`src/rtl/cam_pkg.sv`:
```
// Shared types, widths and heading arithmetic for the camera pose controller.
package cam_pkg;

    localparam int unsigned ANGLE_MOD = 360;
    localparam int unsigned ANGLE_W   = 16;
    localparam int unsigned ANGLE_XW  = ANGLE_W + 1;
    localparam int unsigned COORD_W   = 16;
    localparam int unsigned HCOUNT_W  = 11;
    localparam int unsigned VCOUNT_W  = 10;

    typedef enum logic [1:0] {
        IDLE,
        DELAY,
        REPEAT
    } cam_state_t;

    typedef enum logic [1:0] {
        DIR_NONE,
        DIR_POS,
        DIR_NEG
    } cam_dir_t;

    typedef struct packed {
        logic [COORD_W-1:0] x;
        logic [COORD_W-1:0] y;
    } ball_pos_t;

    // One heading step with wrap into 0..ANGLE_MOD-1; assumes angle and step are already < ANGLE_MOD.
    function automatic logic [ANGLE_W-1:0] wrap_step(
        input logic [ANGLE_W-1:0] angle,
        input logic [ANGLE_W-1:0] step,
        input cam_dir_t           dir
    );
        logic [ANGLE_XW-1:0] sum;
        sum       = {1'b0, angle} + {1'b0, step};
        wrap_step = angle;
        case (dir)
            DIR_POS: begin
                if (sum >= ANGLE_XW'(ANGLE_MOD)) begin
                    wrap_step = ANGLE_W'(sum - ANGLE_XW'(ANGLE_MOD));
                end else begin
                    wrap_step = ANGLE_W'(sum);
                end
            end
            DIR_NEG: begin
                if (angle < step) begin
                    wrap_step = ANGLE_W'(({1'b0, angle} + ANGLE_XW'(ANGLE_MOD)) - {1'b0, step});
                end else begin
                    wrap_step = angle - step;
                end
            end
            default: wrap_step = angle;
        endcase
    endfunction

endpackage

```
`src/rtl/hold_repeat_timer.sv`:
```
// Press / hold / auto-repeat sequencer: immediate step on press, one after INIT_DELAY,
// then one every REPEAT_CYCLES while the same direction stays held.
module hold_repeat_timer
    import cam_pkg::*;
#(
    parameter int unsigned INIT_DELAY    = 2000000,
    parameter int unsigned REPEAT_CYCLES = 100000
) (
    input  logic     i_clk,
    input  logic     i_rst_n,
    input  cam_dir_t i_dir,
    input  logic     i_clear,
    output logic     o_step_c,
    output cam_dir_t o_step_dir_c
);

    localparam int unsigned MAX_CNT = (INIT_DELAY > REPEAT_CYCLES) ? INIT_DELAY : REPEAT_CYCLES;
    localparam int unsigned TIMER_W = (MAX_CNT > 1) ? $clog2(MAX_CNT) : 1;

    if (INIT_DELAY < 1 || REPEAT_CYCLES < 1) begin : g_bad_timing
        $error("hold_repeat_timer: INIT_DELAY and REPEAT_CYCLES must be >= 1");
    end

    cam_state_t           r_state;
    cam_state_t           w_state_nxt;
    cam_dir_t             r_dir;
    cam_dir_t             w_dir_nxt;
    logic [TIMER_W-1:0]   r_timer;
    logic [TIMER_W-1:0]   w_timer_nxt;

    always_ff @(posedge i_clk) begin
        if (!i_rst_n) begin
            r_state <= IDLE;
            r_dir   <= DIR_NONE;
            r_timer <= '0;
        end else begin
            r_state <= w_state_nxt;
            r_dir   <= w_dir_nxt;
            r_timer <= w_timer_nxt;
        end
    end

    // Release/clear wins, then a new or reversed press restarts the sequence.
    always_comb begin
        w_state_nxt  = r_state;
        w_dir_nxt    = r_dir;
        w_timer_nxt  = r_timer;
        o_step_c     = 1'b0;
        o_step_dir_c = DIR_NONE;

        if (i_clear || i_dir == DIR_NONE) begin
            w_state_nxt = IDLE;
            w_dir_nxt   = DIR_NONE;
            w_timer_nxt = '0;
        end else if (r_state == IDLE || i_dir != r_dir) begin
            o_step_c     = 1'b1;
            o_step_dir_c = i_dir;
            w_state_nxt  = DELAY;
            w_dir_nxt    = i_dir;
            w_timer_nxt  = '0;
        end else begin
            case (r_state)
                DELAY: begin
                    if (r_timer == TIMER_W'(INIT_DELAY - 1)) begin
                        o_step_c     = 1'b1;
                        o_step_dir_c = i_dir;
                        w_state_nxt  = REPEAT;
                        w_timer_nxt  = '0;
                    end else begin
                        w_timer_nxt = r_timer + TIMER_W'(1);
                    end
                end
                REPEAT: begin
                    if (r_timer == TIMER_W'(REPEAT_CYCLES - 1)) begin
                        o_step_c     = 1'b1;
                        o_step_dir_c = i_dir;
                        w_timer_nxt  = '0;
                    end else begin
                        w_timer_nxt = r_timer + TIMER_W'(1);
                    end
                end
                default: begin
                    w_state_nxt = IDLE;
                    w_timer_nxt = '0;
                end
            endcase
        end
    end

endmodule

```
`src/rtl/camera_pose_ctrl.sv`:
```
// Heading/ball pose staging for the map renderer, published once per frame at (0, LATCH_LINE).
// Optional CAM_RECENTER_EN adds recenter_in to snap the heading back to DEFAULT_ANGLE.
module camera_pose_ctrl
    import cam_pkg::*;
#(
    parameter int unsigned STEP_DEG      = 1,
    parameter int unsigned INIT_DELAY    = 2000000,
    parameter int unsigned REPEAT_CYCLES = 100000,
    parameter int unsigned LATCH_LINE    = 720,
    parameter int unsigned DEFAULT_ANGLE = 90
) (
    input  logic                pixel_clk_in,
    input  logic                rst_in,
    input  logic [HCOUNT_W-1:0] hcount_in,
    input  logic [VCOUNT_W-1:0] vcount_in,
    input  logic                rot_left_in,
    input  logic                rot_right_in,
`ifdef CAM_RECENTER_EN
    input  logic                recenter_in,
`endif
    input  logic                ball_valid_in,
    input  logic [COORD_W-1:0]  ball_x_in,
    input  logic [COORD_W-1:0]  ball_y_in,
    output logic [ANGLE_W-1:0]  angle_out,
    output logic [COORD_W-1:0]  ballx_out,
    output logic [COORD_W-1:0]  bally_out,
    output logic                frame_latch_out
);

    if (STEP_DEG >= ANGLE_MOD) begin : g_bad_step
        $error("camera_pose_ctrl: STEP_DEG must be < 360");
    end
    if (DEFAULT_ANGLE >= ANGLE_MOD) begin : g_bad_default
        $error("camera_pose_ctrl: DEFAULT_ANGLE must be < 360");
    end

    cam_dir_t            w_dir;
    cam_dir_t            w_step_dir;
    logic                w_step;
    logic                w_recenter;
    logic                w_latch;

    logic [ANGLE_W-1:0]  r_pending_angle;
    ball_pos_t           r_pending_ball;
    logic [ANGLE_W-1:0]  r_angle;
    ball_pos_t           r_ball;
    logic                r_frame_latch;

`ifdef CAM_RECENTER_EN
    assign w_recenter = recenter_in;
`else
    assign w_recenter = 1'b0;
`endif

    // Both buttons together cancel out.
    always_comb begin
        w_dir = DIR_NONE;
        if (rot_left_in && !rot_right_in) begin
            w_dir = DIR_POS;
        end else if (rot_right_in && !rot_left_in) begin
            w_dir = DIR_NEG;
        end
    end

    assign w_latch = (hcount_in == '0) && (vcount_in == VCOUNT_W'(LATCH_LINE));

    hold_repeat_timer #(
        .INIT_DELAY    (INIT_DELAY),
        .REPEAT_CYCLES (REPEAT_CYCLES)
    ) u_hold_repeat_timer (
        .i_clk        (pixel_clk_in),
        .i_rst_n      (rst_in),
        .i_dir        (w_dir),
        .i_clear      (w_recenter),
        .o_step_c     (w_step),
        .o_step_dir_c (w_step_dir)
    );

    // Latch reads the pre-update pending values, so same-cycle changes land next frame.
    always_ff @(posedge pixel_clk_in) begin
        if (!rst_in) begin
            r_pending_angle <= ANGLE_W'(DEFAULT_ANGLE);
            r_pending_ball  <= '0;
            r_angle         <= ANGLE_W'(DEFAULT_ANGLE);
            r_ball          <= '0;
            r_frame_latch   <= 1'b0;
        end else begin
            if (w_recenter) begin
                r_pending_angle <= ANGLE_W'(DEFAULT_ANGLE);
            end else if (w_step) begin
                r_pending_angle <= wrap_step(r_pending_angle, ANGLE_W'(STEP_DEG), w_step_dir);
            end
            if (ball_valid_in) begin
                r_pending_ball <= '{x: ball_x_in, y: ball_y_in};
            end
            if (w_latch) begin
                r_angle <= r_pending_angle;
                r_ball  <= r_pending_ball;
            end
            r_frame_latch <= w_latch;
        end
    end

    assign angle_out       = r_angle;
    assign ballx_out       = r_ball.x;
    assign bally_out       = r_ball.y;
    assign frame_latch_out = r_frame_latch;

endmodule

```
`config.mk`:
```
export PLATFORM = sky130hd
export DESIGN_NAME = camera_pose_ctrl
export DESIGN_NICKNAME = d
export VERILOG_FILES = /design/src/rtl/cam_pkg.sv /design/src/rtl/hold_repeat_timer.sv /design/src/rtl/camera_pose_ctrl.sv
export SDC_FILE = /design/constraint.sdc
export NUM_CORES = 1
export LEC_CHECK = 0
export BUFFER_PORTS_ARGS = -buffer_cell sky130_fd_sc_hd__buf_2
export CAP_MARGIN = 15
export CORE_ASPECT_RATIO = 0.9
export CORE_UTILIZATION = 45
export DETAILED_ROUTE_END_ITERATION = 16
export GPL_TIMING_DRIVEN = 0
export HOLD_SLACK_MARGIN = 0.15
export PLACE_DENSITY_LB_ADDON = 0.25
export SYNTH_ARGS = -nofsm -noshare
export SYNTH_HDL_FRONTEND = slang
export SYNTH_SLANG_ARGS = --single-unit
```
`constraint.sdc`:
```
create_clock -name pixel_clk_in -period 7.3 [get_ports pixel_clk_in]
set_input_delay 0.73 -clock pixel_clk_in [delete_from_list [all_inputs] [get_ports pixel_clk_in]]
set_output_delay 0.73 -clock pixel_clk_in [all_outputs]
set_load 0.01 [all_outputs]
```
==> reports/metrics.cfg <==
[finish]
nets = 929
ff_latch_area_mm2 = 0.00244
area_delta_synth_final_pct = 22.1
drive_above_1_share_pct = 19.8
num-fill-cells = 1292
postLayoutCoreUtil_pct = 56.1
fin_area_mm2 = 0.00746
antenna_cells = 0
multi_input_comb_area_mm2 = 0.00342

[route]
drt_wl_total_um = 16500
route.detailed.drc = 2
drtAntennaViolNets = 0
drt_iter0_drc = 485
via_per_inst = 5.49
via_count = 5710
drtPass1Iterations = 11
wire_per_inst_um = 15.9

[clock_network]
clk_path_buf_depth = 2
cts_resized = 0
htree_num_levels = 4
cts_root_buf = clkbuf_16
clock_latency_ps = 420
hold_buffers = 0
clk_pin_slew_ps = 60
clock_sinks = 122
postCtsSetupBuffers = 0
tritoncts = done
numCtsBuffers = 17

[timing]
hold_violations = 0
setup-tns-final_ps = 0
finClkSkew_ps = 8.21
drv_slew = 0
period_needed_ps = 3890
worst_pin_slew_ps = 735
max_freq_ghz = 0.257
finalWorstSetupSlack_ps = 3410
rsz0062_at_grt = no
post-route-period-util_pct = 53.3
setup_violations = 0
slew-limit-headroom_pct = 51.0

[placement]
place_hpwl_um = 11700
place_ws_ps = 3450
place_area_mm2 = 0.00685
place_congestion = 0.930
portBuffers = 105

[logic_synthesis]
synth_edf_count = 0
yosys_warnings = 0
synthCells = 734
ys_dominant_reg_cell = dfxtp_1
syn-num-nets = 804
ys_types = 82
ys_top_cells_by_count = dfxtp_1 (122), nand2_1 (122), nor2_1 (85)
synthTopCellsByArea = dfxtp_1 (40%), nand2_1 (7.5%), mux2i_1 (5.9%)
synth_area_per_cell_um2 = 8.33
async_flop_share_pct = 0
yosysSeqAreaShare_pct = 40.0
synth-seq-cells = 122
synth_top_area_share_pct = 40.0
yosysTopAreaCell = dfxtp_1
netlist_area_mm2 = 0.00611

[die]
coreArea_mm2 = 0.0133
initial_utilization_pct = 45.9
dieArea_mm2 = 0.0141
die_y_um = 113
placementRows = 40
ios = 107
die_w_um = 125

[status]
violations = design-rule violations
outcome = finished with violations

[critical_path]
r2r_start = u_hold_repeat_timer.r_timer[0]$_SDFF_PP0_
crit_path_start_kind = flop
r2r_end = r_pending_angle[8]$_SDFFE_PN0P_
worst-path-max-fanout = 6
reg2regPathDepth = 14
r2r_slack_ps = 3410
required_ps = 7600
critical_path_arrival_ps = 4190
endpoint_kind = flop
path_class = flop to flop

[min_path]
min_path_type = flop to flop
hold-path-cell-count = 2
hold_path_startpoint = ballx_out[2]$_SDFFE_PN0P_
holdPathEnd = ballx_out[2]$_SDFFE_PN0P_

[pwr]
p_leak_uw = 0.00305
powerDensity_mw_per_mm2 = 221
power_uw = 1650
peakVddDrop_mv = 0.167

[global_routing]
grt_usage_pct = 24.0
grt_max_degree = 17
grt_pass1_wl_um = 26800
antenna_found_initial = 0
overflow = 0
grt_pass1_vias = 5256

[job]
drv_cap = 0

[per-stage QoR]
stage | cells | hold WS (ps)
final | 1040 | 446
after global routing | 1040 | 462
after CTS | 1039 | 448
after detailed placement | 1007 | 441
after global placement | 1007 | 436
after floorplan | 734 | 430
[routing by layer]
| layer | vias up | wire length, um | track usage [%] |
|---|---|---|---|
| met5 | - | 0 | 0 |
| li1 | 2837 | - | - |
| met4 | 0 | 306 | 7.80 |
| met1 | 2641 | 7600 | 32.3 |
| met2 | 208 | 7390 | 38.1 |
| met3 | 24 | 1240 | 5.53 |
[layout by cell type, fill, tap and decap left out, types with 5 or more instances in the layout]
cell       netlist  routed
nand2_1        122     122
dfxtp_1        122     122
buf_2            6     111
nor2_1          85      85
a21oi_1         57      57
mux2i_1         36      36
clkbuf_1        29      29
xor2_1          25      25
nand3_1         19      19
clkbuf_16        0      17
inv_1           16      16
xnor2_1         15      15
o21ai_0         13      13
nand4_1         12      12
ha_1            12      12
nor3_1          11      11
nor4_1          10      10
and3_1           9       9
or3_1            8       8
o211ai_1         8       8
a31oi_1          7       7
and4_1           6       6
and2_1           6       6
buf_1            6       6
nand4b_1         5       5
[where the power goes]
part | total [uW] | internal [uW] | switching [uW]
sequential | 687 | 679 | 8.14
clock | 864 | 547 | 317
combinational | 99.2 | 40.0 | 59.3
[critical path: stages, from the launching register on]
cell and delay (ps):
dfxtp_1 370, ha_1 240, and4_1 270, and4b_1 290
and3_1 220, nor2_1 70, nor2_1 90, nor2_1 50
or3_1 340, ha_1 310, nor2_1 190, o211ai_1 270
a21oi_1 540, a31oi_1 170, o32ai_1 340
[cells by family (layout without fill, tap and decap cells)]
group	after synthesis	in the layout	share of synthesized area (%)
DFF	122	122	40.0
AOI/OAI and AO/OA	137	137	15.5
xor gates and xnor gates	41	41	6.00
muxes	36	36	5.89
adders and majority gates	12	12	2.46
and+or+nand+nor	324	324	26.0
buffers and inverters	62	200	4.15
[worst max path at each step]
stage	startpoint	endpoint	slack, ps	cells after the start
final	u_hold_repeat_timer.r_timer[0]$_SDFF_PP0_	r_pending_angle[8]$_SDFFE_PN0P_	3410	14
after global placement	rot_left_in	r_pending_angle[8]$_SDFFE_PN0P_	3480	13
after detailed placement	rot_left_in	r_pending_angle[8]$_SDFFE_PN0P_	3450	13
after CTS	u_hold_repeat_timer.r_timer[0]$_SDFF_PP0_	r_pending_angle[7]$_SDFFE_PN0P_	3450	14
after floorplan	u_hold_repeat_timer.r_timer[0]$_SDFF_PP0_	r_pending_angle[7]$_SDFFE_PN0P_	4130	15
after global routing	u_hold_repeat_timer.r_timer[0]$_SDFF_PP0_	r_pending_angle[7]$_SDFFE_PN0P_	3190	14
[registers in the layout, summed over array words and instances (netlist names)]
signal	count
angle_out	16
ballx_out	16
bally_out	16
frame_latch_out	1
r_pending_angle	16
r_pending_ball	32
u_hold_repeat_timer.r_dir	2
u_hold_repeat_timer.r_state	2
u_hold_repeat_timer.r_timer	21
[area by class of cell]
cell class,instances,share of cell area [%]
clock buffers,18,5.88
flip-flops and latches,122,32.7
clock inverters,14,2.26
repair buffers,106,7.14
plain buffers,45,2.55
multi-input cells,550,45.8
inverters,17,0.855
well taps,168,2.82
(Power assumes the default switching activity.)
